File: config.mk
export PLATFORM = sky130hd
export DESIGN_NAME = fsm_dispatch
export DESIGN_NICKNAME = d
export VERILOG_FILES = /design/src/rtl/control_unit_pkg.sv /design/src/rtl/onehot_check.sv /design/src/rtl/fsm_dispatch.sv
export SDC_FILE = /design/constraint.sdc
export NUM_CORES = 1
export LEC_CHECK = 0
export BUFFER_PORTS_ARGS = -buffer_cell sky130_fd_sc_hd__buf_2
export CELL_PAD_IN_SITES_DETAIL_PLACEMENT = 1
export CELL_PAD_IN_SITES_GLOBAL_PLACEMENT = 1
export CORE_ASPECT_RATIO = 0.8
export CORE_MARGIN = 2
export CORE_UTILIZATION = 31
export CTS_CLUSTER_SIZE = 16
export DETAILED_ROUTE_END_ITERATION = 10
export HOLD_SLACK_MARGIN = 0.06
export PLACE_DENSITY_LB_ADDON = 0.1
export SYNTH_ARGS = -nofsm -noshare
export SYNTH_HDL_FRONTEND = slang
export SYNTH_SLANG_ARGS = --single-unit
File: constraint.sdc
create_clock -name clk -period 2 [get_ports clk]
set_input_delay 0.1 -clock clk [delete_from_list [all_inputs] [get_ports clk]]
set_output_delay 0.1 -clock clk [all_outputs]
set_load 0.02 [all_outputs]
File: src/rtl/control_unit_pkg.sv
// Shared encodings for the multicycle control unit: dispatcher states and
// trap cause codes.
package control_unit_pkg;

  typedef enum logic [2:0] {
    IDLE   = 3'b000,
    FETCH  = 3'b001,
    DECODE = 3'b010,
    START  = 3'b011,
    WAIT   = 3'b100,
    TRAP   = 3'b111
  } state_t;

  typedef enum logic [1:0] {
    CAUSE_NONE     = 2'd0,
    CAUSE_ILLEGAL  = 2'd1,
    CAUSE_SPURIOUS = 2'd2,
    CAUSE_TIMEOUT  = 2'd3
  } cause_t;

endpackage

File: src/rtl/onehot_check.sv
// One-hot validator: flags a vector with exactly one bit set and reports the
// position of that bit. Purely combinational; also used by the opdecoder.
module onehot_check #(
  parameter int N = 8,
  localparam int W = (N > 1) ? $clog2(N) : 1
) (
  input  logic [N-1:0] vec,
  output logic         valid,
  output logic [W-1:0] index
);

  logic seen;
  logic multi;

  // Scan every bit: remember whether one was found and whether a second one followed.
  always_comb begin
    // NOTE: every variable gets a default before any branch, so no path leaves
    // it unassigned and no latch is inferred.
    seen  = 1'b0;
    multi = 1'b0;
    index = '0;
    for (int i = 0; i < N; i++) begin
      if (vec[i]) begin
        if (seen) multi = 1'b1;
        seen  = 1'b1;
        index = W'(i);  // meaningful only when valid
      end
    end
    valid = seen && !multi;
  end

endmodule

File: src/rtl/fsm_dispatch.sv
// Top-level sequencer of the multicycle control unit: fetch, latch the
// instruction, start one execution FSM and wait for its done; trap on illegal
// decode, spurious done or timeout.
// Optional build macro DISPATCH_PERF_EN adds cycles/instret counters.
module fsm_dispatch
  import control_unit_pkg::*;
#(
  parameter int N_FSM   = 8,
  parameter int TIMEOUT = 64   // must be >= 2
) (
  input  logic             clk,
  input  logic             reset,
  input  logic             run,
  input  logic             imem_done,
  input  logic [31:0]      imem_rdata,
  input  logic [N_FSM-1:0] fsm_req,
  input  logic [N_FSM-1:0] done_vec,
  input  logic             trap_clear,
  output logic             fetch_start,
  output logic [31:0]      insn,
  output logic [N_FSM-1:0] start_vec,
  output logic             busy,
  output logic             trap,
  output logic [1:0]       trap_cause
`ifdef DISPATCH_PERF_EN
  ,
  output logic [63:0]      cycles,
  output logic [63:0]      instret
`endif
);

  localparam int SEL_W = (N_FSM > 1) ? $clog2(N_FSM) : 1;
  localparam int CNT_W = $clog2(TIMEOUT);

  state_t           state, state_next;
  cause_t           cause, cause_next;
  logic [SEL_W-1:0] sel, sel_next;
  logic [CNT_W-1:0] cnt;
  logic             req_valid;
  logic [SEL_W-1:0] req_index;
  logic [N_FSM-1:0] sel_mask;

  onehot_check #(.N(N_FSM)) u_req_check (
    .vec   (fsm_req),
    .valid (req_valid),
    .index (req_index)
  );

  assign sel_mask   = N_FSM'(1) << sel;
  assign trap_cause = cause;

  // Next-state, next-select and next-cause decision.
  always_comb begin
    state_next = state;
    cause_next = cause;
    sel_next   = sel;
    case (state)
      IDLE:   if (run) state_next = FETCH;
      FETCH:  if (imem_done) state_next = DECODE;
      DECODE: begin
        if (req_valid) begin
          sel_next   = req_index;
          state_next = START;
        end else begin
          cause_next = CAUSE_ILLEGAL;
          state_next = TRAP;
        end
      end
      START:  state_next = WAIT;
      WAIT: begin
        // The selected done wins over both a stray done and the timeout.
        if (|(done_vec & sel_mask)) begin
          state_next = run ? FETCH : IDLE;
        end else if (|(done_vec & ~sel_mask)) begin
          cause_next = CAUSE_SPURIOUS;
          state_next = TRAP;
        end else if (cnt == CNT_W'(TIMEOUT - 1)) begin
          cause_next = CAUSE_TIMEOUT;
          state_next = TRAP;
        end
      end
      TRAP: begin
        if (trap_clear) begin
          cause_next = CAUSE_NONE;
          state_next = IDLE;
        end
      end
      default: state_next = IDLE;
    endcase
  end

  // State, datapath and registered outputs; outputs are computed from the
  // next state so every output is a flop with no input-to-output path.
  always_ff @(posedge clk or posedge reset) begin
    // NOTE: sequential state uses non-blocking assignments so every flop
    // samples pre-edge values regardless of statement order.
    if (reset) begin
      state       <= IDLE;
      cause       <= CAUSE_NONE;
      sel         <= '0;
      cnt         <= '0;
      insn        <= '0;
      fetch_start <= 1'b0;
      start_vec   <= '0;
      busy        <= 1'b0;
      trap        <= 1'b0;
    end else begin
      state <= state_next;
      cause <= cause_next;
      sel   <= sel_next;
      if (state == FETCH && imem_done) insn <= imem_rdata;
      if (state == START)     cnt <= '0;
      else if (state == WAIT) cnt <= cnt + CNT_W'(1);
      fetch_start <= (state_next == FETCH) && (state != FETCH);
      start_vec   <= (state_next == START) ? (N_FSM'(1) << sel_next) : '0;
      busy        <= (state_next != IDLE) && (state_next != TRAP);
      trap        <= (state_next == TRAP);
    end
  end

`ifdef DISPATCH_PERF_EN
  logic retire;
  assign retire = (state == WAIT) && |(done_vec & sel_mask);

  // Performance counters; busy is low in TRAP, so both freeze there.
  always_ff @(posedge clk or posedge reset) begin
    if (reset) begin
      cycles  <= '0;
      instret <= '0;
    end else begin
      if (busy)   cycles  <= cycles + 64'd1;
      if (retire) instret <= instret + 64'd1;
    end
  end
`endif

endmodule

==> flow_metrics.py <==
metrics = {
    "yosys": {
        "synthesis.nets": 275,
        "synth_cell_types": 47,
        "ys_warn_count": 0,
        "synth_simple_gate_area_share_pct": 14.6,
        "syn_area_mm2": 0.00271,
        "synthMuxAreaShare_pct": 18.8,
        "synth_xor_area_share_pct": 0.971,
        "netlist_instances": 221,
        "ys_seq_area_share_pct": 52.7,
        "syn_area_per_cell_um2": 12.2,
        "ys_ff_latch": 57,
        "synthAdderAreaFrac_pct": 0.462,
        "synth_compound_area_share_pct": 10.1,
        "synth_top_family_by_area": "multiplexers",
    },
    "clock_network": {
        "cts_sinks": 57,
        "htreeDepth": 3,
        "cts_root_buf": "clkbuf_8",
        "cts_tree": "yes",
        "clkTransAtPathRegs_ns": 0.07,
        "clock_path_buffers": 2,
        "clock_latency_ns": 0.33,
        "post_cts_buffers": 0,
        "cts_inserted_buffers": 9,
    },
    "timing": {
        "finalMaxSlewViolations": 0,
        "fmax_mhz": 542,
        "period_share_pct": 92.2,
        "finalHoldViolCount": 0,
        "rsz0062_at_grt": "no",
        "tightestPinTransition_ns": 0.603,
        "setup_tns_ns": 0,
        "skew_ns": 0.0105,
        "max-slew-margin-rel_pct": 59.5,
        "period_needed_ns": 1.84,
        "setup_viol": 0,
    },
    "floorplanning": {
        "ios": 98,
        "rows": 30,
        "start_util_pct": 31.9,
        "die_w_um": 108,
        "dieArea_mm2": 0.00950,
        "die_h_um": 87.6,
        "core_area_mm2": 0.00848,
    },
    "worst_setup_path": {
        "crit_type": "flop to flop",
        "cp-end-kind": "flop",
        "startpoint_type": "flop",
        "critPathMaxFanout": 9,
        "rr_endpoint": "busy",
        "crit_required_ns": 2.22,
        "regToRegSetupSlack_ns": 0.16,
        "rr_worst_depth": 5,
        "cp.arrival_ns": 2.06,
        "r2r_start": "sel[0]",
    },
    "run": {
        "maxCapViolCount": 0,
    },
    "global_route": {
        "grt-ovfl-total": 0,
        "grt_pass1_vias": 2245,
        "antenna_found_initial": 0,
        "grt_util_all_layers_pct": 15.6,
        "grt_start_max_net_pins": 36,
        "grt_pass1_wl_um": 11400,
    },
    "detailed_routing": {
        "ant_nets": 0,
        "post_drt_wl_per_cell_um": 15.0,
        "firstDrtPassIters": 4,
        "routed_wl_um": 7170,
        "drcViolationCount": 0,
        "vias": 2213,
        "first_iter_violations": 97,
        "vias_per_cell": 4.64,
    },
    "worst_hold_path": {
        "hold_class": "input pin to flop",
        "hold_end": "start_vec[5]",
        "min_from": "fsm_req[5]",
        "min_path_cells": 2,
    },
    "finish": {
        "layout_commonest_cell": "buf_2",
        "area_delta_synth_final_pct": 45.5,
        "diodes": 0,
        "drive_above_1_share_pct": 48.5,
        "fin_cells": 477,
        "layout_common_cells": "buf_2, dfrtp_1, mux2_2",
        "nets": 415,
    },
    "place": {
        "place_hpwl_um": 4970,
        "routabilityCongestion": 0.739,
        "io_buffer_count": 97,
        "post-place-cells": 428,
    },
    "pwr": {
        "p_sw_share_pct": 37.3,
        "comb_power_share_pct": 41.9,
        "p_seq_share_pct": 36.1,
        "peakVddDrop_mv": 0.494,
        "p_int_uw": 3290,
        "p_leak_uw": 0.00186,
        "p_total_uw": 5240,
        "power.density_mw_per_mm2": 1330,
        "p_clk_share_pct": 22.0,
        "power.switching_uw": 1950,
    },
    "run_status": {
        "run_status": "finished, final reports clean",
    },
}
==> power groups by stage <==
stage               Clock (µW)  Sequential [µW]  Combinational [µW]
floorplan                    0             2290                1000
global placement             0             1890                2120
detailed placement           0             1910                2140
CTS                       1190             1880                2200
global route              1250             1960                2370
finish                    1150             1890                2190
==> worst max-delay path by stage <==
| stage | from | end | slack, ns | cells past startpoint |
|---|---|---|---|---|
| 6_report | sel[0] | busy | 0.16 | 5 |
| 5_1_grt | sel[0] | busy | 0.05 | 5 |
| 3_5_place_dp | sel[0] | trap | 0.07 | 5 |
| 2_1_floorplan | state[1] | insn[0] | 0.35 | 5 |
| 4_1_cts | sel[0] | trap | 0.06 | 5 |
| 3_3_place_gp | sel[0] | busy | 0.14 | 5 |
==> critical path: stages (launching register included) <==
cell       delay [ns]
dfrtp_1          0.57
mux2_2           0.38
o2bb2ai_1        0.24
or2_2            0.19
o221ai_1         0.10
o221a_1          0.25
==> synth_stat cells, drive strengths merged <==
master | count | share of area [%]
o21bai | 1 | 0.28
nor4bb | 1 | 0.37
mux2i | 4 | 1.5
o22ai | 4 | 0.92
o22a | 1 | 0.32
a21boi | 1 | 0.28
a22o | 3 | 0.97
and3 | 5 | 1.2
or2 | 2 | 0.46
nor2b | 2 | 0.46
mux2 | 41 | 17
and3b | 3 | 1.0
o21a | 1 | 0.28
buf | 6 | 1.1
nand4 | 2 | 0.46
o21ba | 1 | 0.37
xnor2 | 3 | 0.97
o21ai | 9 | 1.7
dfrtp | 57 | 53
nor4 | 5 | 3.1
clkbuf | 4 | 0.55
inv | 5 | 0.69
o221a | 1 | 0.42
nand4b | 1 | 0.32
o31ai | 2 | 0.55
ha | 1 | 0.46
and2 | 3 | 0.74
o41ai | 1 | 0.60
nor2 | 13 | 1.8
o221ai | 1 | 0.32
nor3 | 7 | 1.5
a211oi | 3 | 1.0
a21oi | 6 | 1.1
and4b | 1 | 0.37
nand2b | 4 | 0.92
nand2 | 10 | 1.4
o2bb2ai | 3 | 0.97
nand3 | 3 | 0.55
==> stage by stage <==
step	utilization, %	setup WS, ns	cell area, µm²	hold WS, ns
CTS	46.4	0.0607	3940	0.123
floorplan	-	0.350	2710	0.242
detailed placement	39.9	0.0666	3390	0.157
global placement	39.9	0.142	3390	0.160
finish	46.4	0.156	3940	0.142
global route	46.4	0.0528	3940	0.123
==> cell type report <==
cell class                 count  area, µm²
multi-input combinational    149       1230
fill                         935       4540
clock inverter                 6       83.8
clock buffer                   9        124
sequential                    57       1430
tap                          112        140
timing repair buffer         139        911
inverter                       5       18.8
==> state kept, by name, indices dropped and copies added, names as in the netlist <==
register / flops
busy: 1
sel: 3
insn: 32
trap_cause: 2
cnt: 6
trap: 1
state: 3
fetch_start: 1
start_vec: 8
==> repair_timing <==
| action | 4_1_cts | 5_1_grt |
|---|---|---|
| endpoints found under the setup margin | 0 | 2 |
| hold buffers | 34 | 0 |
| endpoints found under the hold margin | 55 | 0 |
| resized for setup | 0 | 1 |
==> cells by family (layout without fill, tap and decap cells) <==
logic type	after synthesis	after routing
buf+inv	15	159
fa+ha+maj	1	1
compound gates	38	38
flops	57	57
xor+xnor	3	3
simple gates	62	62
mux	45	45
==> routing by layer <==
| layer | vias to the layer above | track usage (%) | routed length, µm |
|---|---|---|---|
| met4 | 0 | 3.15 | 0 |
| met3 | 0 | 5.58 | 461 |
| met1 | 1058 | 21.1 | 3530 |
| li1 | 1086 | - | - |
| met2 | 69 | 24.5 | 3180 |
| met5 | - | 0 | 0 |
Power figures use the tool's default switching activity.
